<file path="src/rtl/matrix_op_sequencer_if.sv">
// Bundle of command, storage, engine and write-back signals around matrix_op_sequencer.
// master: the sequencer itself; slave: the command source, storage and engine side.
interface matrix_op_sequencer_if #(
  parameter int unsigned DATA_W = 8,
  parameter int unsigned NELEM  = 25
);
  logic                      cmd_valid;
  logic                      cmd_ready;
  logic [2:0]                cmd_op;
  logic [3:0]                cmd_a_id;
  logic [3:0]                cmd_b_id;
  logic                      load_operands;
  logic [3:0]                operand_a_id;
  logic [3:0]                operand_b_id;
  logic [2:0]                a_m;
  logic [2:0]                a_n;
  logic [2:0]                b_m;
  logic [2:0]                b_n;
  logic                      eng_start;
  logic [2:0]                eng_op;
  logic                      eng_done;
  logic [2:0]                eng_res_m;
  logic [2:0]                eng_res_n;
  logic [DATA_W*NELEM-1:0]   eng_res_flat;
  logic                      op_done;
  logic [2:0]                result_m;
  logic [2:0]                result_n;
  logic                      store_start;
  logic [DATA_W-1:0]         result_data;
  logic                      busy;
  logic                      err_valid;
  logic [1:0]                err_code;

  modport master (
    input  cmd_valid, cmd_op, cmd_a_id, cmd_b_id,
    input  a_m, a_n, b_m, b_n,
    input  eng_done, eng_res_m, eng_res_n, eng_res_flat,
    input  store_start,
    output cmd_ready, load_operands, operand_a_id, operand_b_id,
    output eng_start, eng_op, op_done, result_m, result_n,
    output result_data, busy, err_valid, err_code
  );

  modport slave (
    output cmd_valid, cmd_op, cmd_a_id, cmd_b_id,
    output a_m, a_n, b_m, b_n,
    output eng_done, eng_res_m, eng_res_n, eng_res_flat,
    output store_start,
    input  cmd_ready, load_operands, operand_a_id, operand_b_id,
    input  eng_start, eng_op, op_done, result_m, result_n,
    input  result_data, busy, err_valid, err_code
  );
endinterface

</file>
<file path="src/rtl/matrix_op_sequencer.sv">
// matrix_op_sequencer: runs one matrix operation at a time -- operand load, dimension
// check, engine start/wait, result latch, op_done pulse and element write-back stream.
// Optional feature: define OP_TIMEOUT_EN to abort an engine wait after TIMEOUT cycles
// (err_code 3); without it the engine wait is unbounded.
module matrix_op_sequencer #(
  parameter int unsigned DATA_W  = 8,
  parameter int unsigned NELEM   = 25,
  parameter int unsigned TIMEOUT = 255
) (
  input  logic                  clk,
  input  logic                  rst,
  matrix_op_sequencer_if.master bus
);

  localparam logic [3:0] S_IDLE   = 4'd0;
  localparam logic [3:0] S_LOAD   = 4'd1;
  localparam logic [3:0] S_SETTLE = 4'd2;
  localparam logic [3:0] S_CHECK  = 4'd3;
  localparam logic [3:0] S_START  = 4'd4;
  localparam logic [3:0] S_WAIT   = 4'd5;
  localparam logic [3:0] S_DONE   = 4'd6;
  localparam logic [3:0] S_STORE  = 4'd7;
  localparam logic [3:0] S_ERR    = 4'd8;

  logic [3:0]              state_q,    state_d;
  logic [2:0]              op_q,       op_d;
  logic [3:0]              a_id_q,     a_id_d;
  logic [3:0]              b_id_q,     b_id_d;
  logic [2:0]              res_m_q,    res_m_d;
  logic [2:0]              res_n_q,    res_n_d;
  logic [DATA_W*NELEM-1:0] res_flat_q, res_flat_d;
  logic [1:0]              err_code_q, err_code_d;
  logic [5:0]              idx_q,      idx_d;
  logic                    started_q,  started_d;

  logic                    cmd_illegal;
  logic                    dims_ok;
  logic [5:0]              elem_cnt;
  logic [DATA_W-1:0]       result_data;

`ifdef OP_TIMEOUT_EN
  localparam int unsigned TW = $clog2(TIMEOUT + 1);
  logic [TW-1:0]           wcnt_q, wcnt_d;
`else
  // TIMEOUT only has meaning when the engine-wait limit is built in
  logic                    unused_timeout;
  assign unused_timeout = |TIMEOUT;
`endif

  // B slot is only meaningful for the two-operand ops (0..2)
  assign cmd_illegal = (bus.cmd_op > 3'd4) || (bus.cmd_a_id > 4'd9) ||
                       ((bus.cmd_op < 3'd3) && (bus.cmd_b_id > 4'd9));

  // Operand shape rule for the latched opcode
  always_comb begin
    dims_ok = 1'b1;
    case (op_q)
      3'd0, 3'd1: dims_ok = (bus.a_m == bus.b_m) && (bus.a_n == bus.b_n);
      3'd2:       dims_ok = (bus.a_n == bus.b_m);
      default:    dims_ok = 1'b1;
    endcase
  end

  assign elem_cnt = {3'd0, res_m_q} * {3'd0, res_n_q};

  // Next-state and latch-enable logic
  always_comb begin
    state_d    = state_q;
    op_d       = op_q;
    a_id_d     = a_id_q;
    b_id_d     = b_id_q;
    res_m_d    = res_m_q;
    res_n_d    = res_n_q;
    res_flat_d = res_flat_q;
    err_code_d = err_code_q;
    idx_d      = idx_q;
    started_d  = started_q;
`ifdef OP_TIMEOUT_EN
    wcnt_d     = wcnt_q;
`endif
    case (state_q)
      S_IDLE: begin
        if (bus.cmd_valid) begin
          op_d       = bus.cmd_op;
          a_id_d     = bus.cmd_a_id;
          b_id_d     = bus.cmd_b_id;
          err_code_d = 2'd0;
          if (cmd_illegal) begin
            err_code_d = 2'd1;
            state_d    = S_ERR;
          end else begin
            state_d    = S_LOAD;
          end
        end
      end
      S_LOAD:   state_d = S_SETTLE;
      S_SETTLE: state_d = S_CHECK;
      S_CHECK: begin
        if (dims_ok) begin
          state_d    = S_START;
        end else begin
          err_code_d = 2'd2;
          state_d    = S_ERR;
        end
      end
      S_START: begin
        state_d = S_WAIT;
`ifdef OP_TIMEOUT_EN
        wcnt_d  = '0;
`endif
      end
      S_WAIT: begin
        // eng_done has priority over an expiring timeout in the same cycle
        if (bus.eng_done) begin
          res_m_d    = bus.eng_res_m;
          res_n_d    = bus.eng_res_n;
          res_flat_d = bus.eng_res_flat;
          state_d    = S_DONE;
        end
`ifdef OP_TIMEOUT_EN
        else if (wcnt_q == TW'(TIMEOUT - 1)) begin
          err_code_d = 2'd3;
          state_d    = S_ERR;
        end else begin
          wcnt_d     = wcnt_q + 1'b1;
        end
`endif
      end
      S_DONE: begin
        idx_d     = '0;
        started_d = 1'b0;
        state_d   = S_STORE;
      end
      S_STORE: begin
        // store_start presents element 0 in its own cycle, so the same advance
        // rule covers the first and later elements (and a zero-element result)
        if (started_q || bus.store_start) begin
          started_d = 1'b1;
          if ((idx_q + 6'd1) >= elem_cnt) begin
            state_d = S_IDLE;
          end else begin
            idx_d   = idx_q + 6'd1;
          end
        end
      end
      S_ERR:   state_d = S_IDLE;
      default: state_d = S_IDLE;
    endcase
  end

  // State and latched-context registers
  always_ff @(posedge clk) begin
    if (rst) begin
      state_q    <= S_IDLE;
      op_q       <= '0;
      a_id_q     <= '0;
      b_id_q     <= '0;
      res_m_q    <= '0;
      res_n_q    <= '0;
      res_flat_q <= '0;
      err_code_q <= '0;
      idx_q      <= '0;
      started_q  <= 1'b0;
`ifdef OP_TIMEOUT_EN
      wcnt_q     <= '0;
`endif
    end else begin
      state_q    <= state_d;
      op_q       <= op_d;
      a_id_q     <= a_id_d;
      b_id_q     <= b_id_d;
      res_m_q    <= res_m_d;
      res_n_q    <= res_n_d;
      res_flat_q <= res_flat_d;
      err_code_q <= err_code_d;
      idx_q      <= idx_d;
      started_q  <= started_d;
`ifdef OP_TIMEOUT_EN
      wcnt_q     <= wcnt_d;
`endif
    end
  end

  // Write-back element select; anything past m*n reads as zero
  always_comb begin
    result_data = '0;
    if ((state_q == S_STORE) && (idx_q < elem_cnt) && (32'(idx_q) < NELEM)) begin
      result_data = res_flat_q[32'(idx_q) * DATA_W +: DATA_W];
    end
  end

  assign bus.cmd_ready     = (state_q == S_IDLE);
  assign bus.busy          = (state_q != S_IDLE);
  assign bus.load_operands = (state_q == S_LOAD);
  assign bus.eng_start     = (state_q == S_START);
  assign bus.op_done       = (state_q == S_DONE);
  assign bus.err_valid     = (state_q == S_ERR);
  assign bus.operand_a_id  = a_id_q;
  assign bus.operand_b_id  = b_id_q;
  assign bus.eng_op        = op_q;
  assign bus.result_m      = res_m_q;
  assign bus.result_n      = res_n_q;
  assign bus.err_code      = err_code_q;
  assign bus.result_data   = result_data;

endmodule

</file>
<file path="src/flat_wrapper.sv">
// flat-port wrapper written by rule: the top's interface ports become plain ports
module matrix_op_sequencer_flat 
#(
  parameter int unsigned DATA_W  = 8,
  parameter int unsigned NELEM   = 25,
  parameter int unsigned TIMEOUT = 255
)
  (clk, rst, bus_cmd_valid, bus_cmd_op, bus_cmd_a_id, bus_cmd_b_id, bus_a_m, bus_a_n, bus_b_m, bus_b_n, bus_eng_done, bus_eng_res_m, bus_eng_res_n, bus_eng_res_flat, bus_store_start, bus_cmd_ready, bus_load_operands, bus_operand_a_id, bus_operand_b_id, bus_eng_start, bus_eng_op, bus_op_done, bus_result_m, bus_result_n, bus_result_data, bus_busy, bus_err_valid, bus_err_code);
  matrix_op_sequencer_if #(.DATA_W(DATA_W), .NELEM(NELEM)) bus_i ();
  input  logic clk;
  input  logic rst;
  input wire logic [$bits(bus_i.cmd_valid)-1:0] bus_cmd_valid;
  input wire logic [$bits(bus_i.cmd_op)-1:0] bus_cmd_op;
  input wire logic [$bits(bus_i.cmd_a_id)-1:0] bus_cmd_a_id;
  input wire logic [$bits(bus_i.cmd_b_id)-1:0] bus_cmd_b_id;
  input wire logic [$bits(bus_i.a_m)-1:0] bus_a_m;
  input wire logic [$bits(bus_i.a_n)-1:0] bus_a_n;
  input wire logic [$bits(bus_i.b_m)-1:0] bus_b_m;
  input wire logic [$bits(bus_i.b_n)-1:0] bus_b_n;
  input wire logic [$bits(bus_i.eng_done)-1:0] bus_eng_done;
  input wire logic [$bits(bus_i.eng_res_m)-1:0] bus_eng_res_m;
  input wire logic [$bits(bus_i.eng_res_n)-1:0] bus_eng_res_n;
  input wire logic [$bits(bus_i.eng_res_flat)-1:0] bus_eng_res_flat;
  input wire logic [$bits(bus_i.store_start)-1:0] bus_store_start;
  output wire logic [$bits(bus_i.cmd_ready)-1:0] bus_cmd_ready;
  output wire logic [$bits(bus_i.load_operands)-1:0] bus_load_operands;
  output wire logic [$bits(bus_i.operand_a_id)-1:0] bus_operand_a_id;
  output wire logic [$bits(bus_i.operand_b_id)-1:0] bus_operand_b_id;
  output wire logic [$bits(bus_i.eng_start)-1:0] bus_eng_start;
  output wire logic [$bits(bus_i.eng_op)-1:0] bus_eng_op;
  output wire logic [$bits(bus_i.op_done)-1:0] bus_op_done;
  output wire logic [$bits(bus_i.result_m)-1:0] bus_result_m;
  output wire logic [$bits(bus_i.result_n)-1:0] bus_result_n;
  output wire logic [$bits(bus_i.result_data)-1:0] bus_result_data;
  output wire logic [$bits(bus_i.busy)-1:0] bus_busy;
  output wire logic [$bits(bus_i.err_valid)-1:0] bus_err_valid;
  output wire logic [$bits(bus_i.err_code)-1:0] bus_err_code;
  assign bus_i.cmd_valid = bus_cmd_valid;
  assign bus_i.cmd_op = bus_cmd_op;
  assign bus_i.cmd_a_id = bus_cmd_a_id;
  assign bus_i.cmd_b_id = bus_cmd_b_id;
  assign bus_i.a_m = bus_a_m;
  assign bus_i.a_n = bus_a_n;
  assign bus_i.b_m = bus_b_m;
  assign bus_i.b_n = bus_b_n;
  assign bus_i.eng_done = bus_eng_done;
  assign bus_i.eng_res_m = bus_eng_res_m;
  assign bus_i.eng_res_n = bus_eng_res_n;
  assign bus_i.eng_res_flat = bus_eng_res_flat;
  assign bus_i.store_start = bus_store_start;
  assign bus_cmd_ready = bus_i.cmd_ready;
  assign bus_load_operands = bus_i.load_operands;
  assign bus_operand_a_id = bus_i.operand_a_id;
  assign bus_operand_b_id = bus_i.operand_b_id;
  assign bus_eng_start = bus_i.eng_start;
  assign bus_eng_op = bus_i.eng_op;
  assign bus_op_done = bus_i.op_done;
  assign bus_result_m = bus_i.result_m;
  assign bus_result_n = bus_i.result_n;
  assign bus_result_data = bus_i.result_data;
  assign bus_busy = bus_i.busy;
  assign bus_err_valid = bus_i.err_valid;
  assign bus_err_code = bus_i.err_code;
  matrix_op_sequencer #(.DATA_W(DATA_W), .NELEM(NELEM), .TIMEOUT(TIMEOUT)) u_core (.clk(clk), .rst(rst), .bus(bus_i));
endmodule
</file>
<file path="config.mk">
export PLATFORM = sky130hd
export DESIGN_NAME = matrix_op_sequencer_flat
export DESIGN_NICKNAME = d
export VERILOG_FILES = /design/src/rtl/matrix_op_sequencer_if.sv /design/src/rtl/matrix_op_sequencer.sv /design/src/flat_wrapper.sv
export SDC_FILE = /design/constraint.sdc
export NUM_CORES = 1
export LEC_CHECK = 0
export BUFFER_PORTS_ARGS = -buffer_cell sky130_fd_sc_hd__buf_4
export CAP_MARGIN = 20
export CORE_UTILIZATION = 40
export DETAILED_ROUTE_END_ITERATION = 16
export HOLD_SLACK_MARGIN = 0.03
export PLACE_DENSITY_LB_ADDON = 0.3
export SYNTH_ARGS = -nofsm -noshare
export SYNTH_HDL_FRONTEND = slang
export SYNTH_SLANG_ARGS = --single-unit
</file>
<file path="constraint.sdc">
create_clock -name clk -period 3.6 [get_ports clk]
set_clock_uncertainty 0.05 [all_clocks]
set_input_delay 0.36 -clock clk [delete_from_list [all_inputs] [get_ports clk]]
set_output_delay 0.36 -clock clk [all_outputs]
set_load 0.02 [all_outputs]
</file>
; After elaboration in Yosys (flattened, before gate mapping)
; Cells that the tools add are included.
[classes]
addsub = 1
n_eq_ne = 19
n_lt_le_gt_ge = 7
n_shift = 1
n_reduce_logical = 19
n_mux = 18
mul = 1
[ops]
columns = op, n
row1 = variable part select 200 x 10 -> 8 bit, 1
row2 = case mux 4 bit (8 select lines), 1
row3 = 2-to-1 mux 4 bit, 6
row4 = "equality test 4 x 3 -> 1 bit, second input constant", 4
row5 = 2-to-1 mux 6 bit, 2
row6 = case mux 6 bit (2 select lines), 1
row7 = equality test 3 bit, 3
row8 = "equality test 4 x 2 -> 1 bit, second input constant", 2
row9 = "greater-than comparator 4 bit, second input constant", 2
row10 = 2-to-1 mux 8 bit, 1
row11 = "!= test 2 bit, second input constant", 4
row12 = "adder 6 x 1 -> 6 bit, second input constant", 1
row13 = greater-or-equal comparator 6 bit, 1
row14 = "less-than comparator 6 x 5 -> 1 bit, second input constant", 1
row15 = less-than comparator 6 bit, 1
row16 = multiplier 3 x 3 -> 6 bit, 1
row17 = AND reduction 2 bit, 3
row18 = AND reduction 3 bit, 2
row19 = "equality test 4 x 1 -> 1 bit, second input constant", 1
row20 = "equality test 4 bit, second input constant", 1
row21 = logical AND 1 bit, 4
row22 = logical NOT 4 bit, 1
row23 = 2-to-1 mux 2 bit, 2
row24 = "!= test 2 x 1 -> 1 bit, second input constant", 2
row25 = other kinds (13), 18
[totals]
input_bits = 234
wordCells = 76
out_inout_bits = 33
register_bits = 230

; Longest topological paths before layout
[logic_depth]
depth_word = 6
depth_mapped = 13
depth_no_buf = 13

; Worst setup path after synthesis
; OpenSTA, ideal clock, no wires.
[synth_path]
path_type = flip-flop to flip-flop
start = register u_core.res_m_q[0] (netlist: u_core.bus.result_m[0])
end = register u_core.idx_q[4]
setup_slack_ns = 0.052
stages_incl_launch_ff = 14
synth_period_minus_slack_ns = 3.548
required_time_ns = 3.430
setup_ns = 0.120
n_path_buf = 0
arrival_ns = 3.379
cell_sequence = dfxtp_1 > nand2_1 > fa_1 > inv_1 > ha_1 > fa_1 > inv_1 > ha_1 > or3_1 > o22ai_1 > maj3_2 > o21ai_2 > nor3b_2 > a211o_1
[synth_via]
elab_chain_cells = 4
[synth_lines]
columns = element, line
row1 = "start, declared", matrix_op_sequencer.sv:29  ; logic [2:0] res_m_q, res_m_d;
row2 = "start signal, assigned", matrix_op_sequencer.sv:172  ; res_m_q <= res_m_d;
row3 = multiplier 3 x 3 -> 6 bit, matrix_op_sequencer.sv:64  ; assign elem_cnt = {3'd0, res_m_q} * {3'd0, res_n_q};
row4 = greater-or-equal comparator 6 bit, matrix_op_sequencer.sv:139  ; if ((idx_q + 6'd1) >= elem_cnt) begin
row5 = != test 2 bit (no line), -
row6 = AND reduction 3 bit (no line), -
row7 = "end signal, assigned", matrix_op_sequencer.sv:176  ; idx_q <= idx_d;
row8 = "end, declared", matrix_op_sequencer.sv:33  ; logic [5:0] idx_q, idx_d;
; No other way between the ends.
; A chain may end at the register's enable or synchronous reset.

; Worst setup path after layout
[layout_path]
start = register u_core.res_n_q[1] (netlist: u_core.bus.result_n[1])
end = output bus_result_data[5]
[layout_via]
elab_chain_cells = 5
[layout_lines]
columns = element, line
row1 = "start, declared", matrix_op_sequencer.sv:30  ; logic [2:0] res_n_q, res_n_d;
row2 = "start signal, assigned", matrix_op_sequencer.sv:173  ; res_n_q <= res_n_d;
row3 = multiplier 3 x 3 -> 6 bit, matrix_op_sequencer.sv:64
row4 = less-than comparator 6 bit, matrix_op_sequencer.sv:187  ; if ((state_q == S_STORE) && (idx_q < elem_cnt) && (32'(idx_q) < NELEM)) begin
row5 = logical AND 1 bit (2 in series), matrix_op_sequencer.sv:187
row6 = 2-to-1 mux 8 bit, matrix_op_sequencer.sv:187
row7 = "end, declared", flat_wrapper.sv:34  ; output wire logic [$bits(bus_i.result_data)-1:0] bus_result_data;
; No other way between the ends.

==> reports/results.txt <==
Top FF cell, synth = dfxtp_1
Status = finished, violations left
Violated checks = negative setup slack
Seq/Total Area, Yosys = 0.4426
Final Worst Setup Slack = -0.1435 ns
Lkg Pwr = 5.225 nW
Slew margin rel. = 0.4879
Syn-to-layout area delta = 31.45%
Layout cells sized above 1 = 0.2795
Pin count of the biggest net entering global routing = 110
Die width = 163.3 um
Critical Path Sink Type = output pin
First-pass GRT wire length = 46.76 mm
Clk Latency, worst-skew pair = 0.51 ns
Number of synthesized register bits = 230
Max_cap viols = 0
Final Hold Viols = 0
Ant diodes = 0
DR vias = 9392
Cell variety after synth = 55
Final period utilization = 1.040
Post-synthesis cell area = 10400 um2
CTS sink cnt = 230
Mean Syn Cell Area = 8.478 um2
Crit-path max FO = 8
Hold path start = bus_eng_res_flat[139]
Crit Reg-Reg Endpoint = u_core.idx_q[4]
I/O Buffers = 266
Net count after synthesis = 1480
Number of synthesized flops with an enable pin = 0
DR WL/cell = 16.97 um
Yosys warns = 0
Initial DRC Count = 591
DP HPWL = 21.48 mm
RR Startpoint = u_core.bus.result_n[1]
Crit path time final = 3.743 ns
Clock transition at path regs = 0.06 ns
Reg2Reg Depth = 15
CTS buffer count = 25
Hold Crit Depth = 3
Final Slew Violations = 0
DR DRC count = 0
Initial antenna violation count = 1
Setup slack, reg-to-reg = -0.13 ns
Worst-margin pin slew = 0.7661 ns
RSZ-0062 raised after global routing = yes
Final setup fails = 11
Die Y = 163.3 um
CTS tree = built
WP data arrival = 3.33 ns
FP Rows = 58
Util after Layout = 0.5399
Critical path type = flip-flop to output pin
Layout net count = 1707
CP Launch Type = flip-flop
Final setup TNS = -1.222 ns
Pre-CTS WS = -0.04829 ns
Critical Path RT = 3.19 ns
Cell Pwr Density = 473.6 nW/um2
Initial Util = 0.4107
Gpl congestion = 0.8365
Via density = 5.226
Peak supply drop = 283.2 uV
GRT overflow = 0
Worst Hold End = u_core.res_flat_q[139]
I/O pin count = 267
Peak Freq = 267.1 MHz
Async SR Flop Fraction = 0
Clk buf depth = 3
Vias in the first global route = 8962
CTS H-tree lvls = 1
CTS root buf = clkbuf_16
WL final = 30.49 mm
Cell count after synthesis = 1227
Core area = 25330 um2
TritonRoute pass-1 iters = 5
Hold/Removal Path Class = input pin to flip-flop
Post-DRT Antenna Nets = 0
Die area = 26660 um2
GRT Overall Usage = 0.2230
## power breakdown
group	internal (mW)	total, mW	switching, mW
Combinational	0.494	1.13	0.637
Sequential	2.69	2.80	0.113
Clock	1.56	2.54	0.986
## synth_stat cells (3+ instances only)
master	number	area (um2)
mux2i_1	18	180.2
nor3_1	14	70.07
inv_1	14	52.55
ha_1	17	212.7
buf_6	4	45.04
nand2_1	449	1685
nand3_1	16	80.08
dfxtp_1	230	4604
mux4_1	12	315.3
xor2_1	8	70.07
mux4_2	44	991.0
a21o_1	5	37.54
buf_1	6	22.52
o21a_1	3	22.52
nor2_1	13	48.80
and2_1	7	43.79
buf_2	20	100.1
a21oi_1	225	1126
xnor2_1	4	35.03
o21ai_0	12	60.06
clkbuf_1	63	236.5
## logic make-up (layout without fill, tap and decap cells)
kind of cell | after synthesis | after routing | share of synthesized area
compound gates | 264 | 264 | 0.1345
xor+xnor | 12 | 12 | 0.01010
fa+ha+maj | 20 | 20 | 0.02538
buf+inv | 109 | 349 | 0.04498
flops | 230 | 230 | 0.4426
mux | 74 | 74 | 0.1429
simple gates | 518 | 518 | 0.1995
## flip-flops by register name (all words and copies together) (netlist names)
name and count:
u_core.bus.eng_op 3, u_core.bus.err_code 2, u_core.bus.operand_a_id 4, u_core.bus.operand_b_id 4
u_core.bus.result_m 3, u_core.bus.result_n 3, u_core.idx_q 6, u_core.res_flat_q 200
u_core.started_q 1, u_core.state_q 4
## worst max-delay path, cell delays in order (launching register included)
cell and delay [ns]:
dfxtp_2 0.34, nand2_2 0.07, fa_1 0.54, inv_1 0.05
ha_2 0.18, fa_1 0.51, inv_2 0.06, ha_4 0.26
o21a_1 0.16, o21ai_1 0.07, a21boi_1 0.20, buf_6 0.19
nor3_2 0.05, buf_4 0.17
## worst max-delay path by stage
stage | start | to | slack, ns | depth (start not counted)
after global routing | u_core.bus.result_n[1] | bus_result_data[2] | -0.26 | 13
after floorplan | u_core.bus.result_m[0] | u_core.idx_q[4] | 0.05 | 13
final | u_core.bus.result_n[1] | bus_result_data[5] | -0.14 | 13
after detailed placement | u_core.bus.result_m[2] | u_core.idx_q[4] | -0.05 | 13
after global placement | u_core.bus.result_m[0] | u_core.idx_q[4] | 0.07 | 13
after CTS | u_core.bus.result_m[2] | bus_result_data[5] | -0.22 | 13
## what timing repair did
action,CTS,global route
setup endpoints to repair,9,16
gates resized for setup,21,18
endpoints found under the hold margin,2,0
pin swaps,19,16
hold buffers,2,0
buffers inserted,4,2
## layout by cell type, fill, tap and decap left out, types with 5 or more instances in the layout
cell	synthesis	final
dfxtp_1	230	222
clkbuf_16	0	25
nor2_1	13	13
buf_12	0	5
inv_1	14	13
and2_1	7	7
a21oi_1	225	223
dfxtp_2	0	7
buf_4	1	282
ha_1	17	14
a21o_1	5	5
nor3_2	0	6
mux2i_1	18	18
mux4_1	12	12
buf_6	4	5
xor2_1	8	8
nand3_1	16	15
nor3_1	14	6
mux4_2	44	44
o21ai_0	12	11
clkbuf_1	63	6
nand2_1	449	447
## final cells by class
cell class | count | area (um2)
clock buffer | 35 | 703.2
multi-input combinational | 888 | 5490
fill | 2380 | 11650
inverter | 15 | 56.30
sequential | 230 | 4617
tap | 330 | 412.9
timing repair buffer | 294 | 2293
clock inverter | 5 | 101.3
## per-stage QoR
step	hold slack, ns	cell area (um2)	power, mW	cells
5_1_grt	0.03171	13670	6.772	1797
4_1_cts	0.03029	13590	6.518	1795
2_1_floorplan	0.3815	10400	3.455	1227
3_3_place_gp	0.3877	12650	3.946	1750
6_report	0.04451	13670	6.476	1797
3_5_place_dp	0.3920	12650	3.959	1750
## metal layers
layer  GRT usage  vias up  share of wire
li1            -     4618              -
met1      0.2962     4477           0.44
met2      0.3783      255           0.49
met3     0.03073       40          0.053
met4     0.05905        2          0.021
met5           0        -        0.00043
Power figures use the tool's default switching activity.
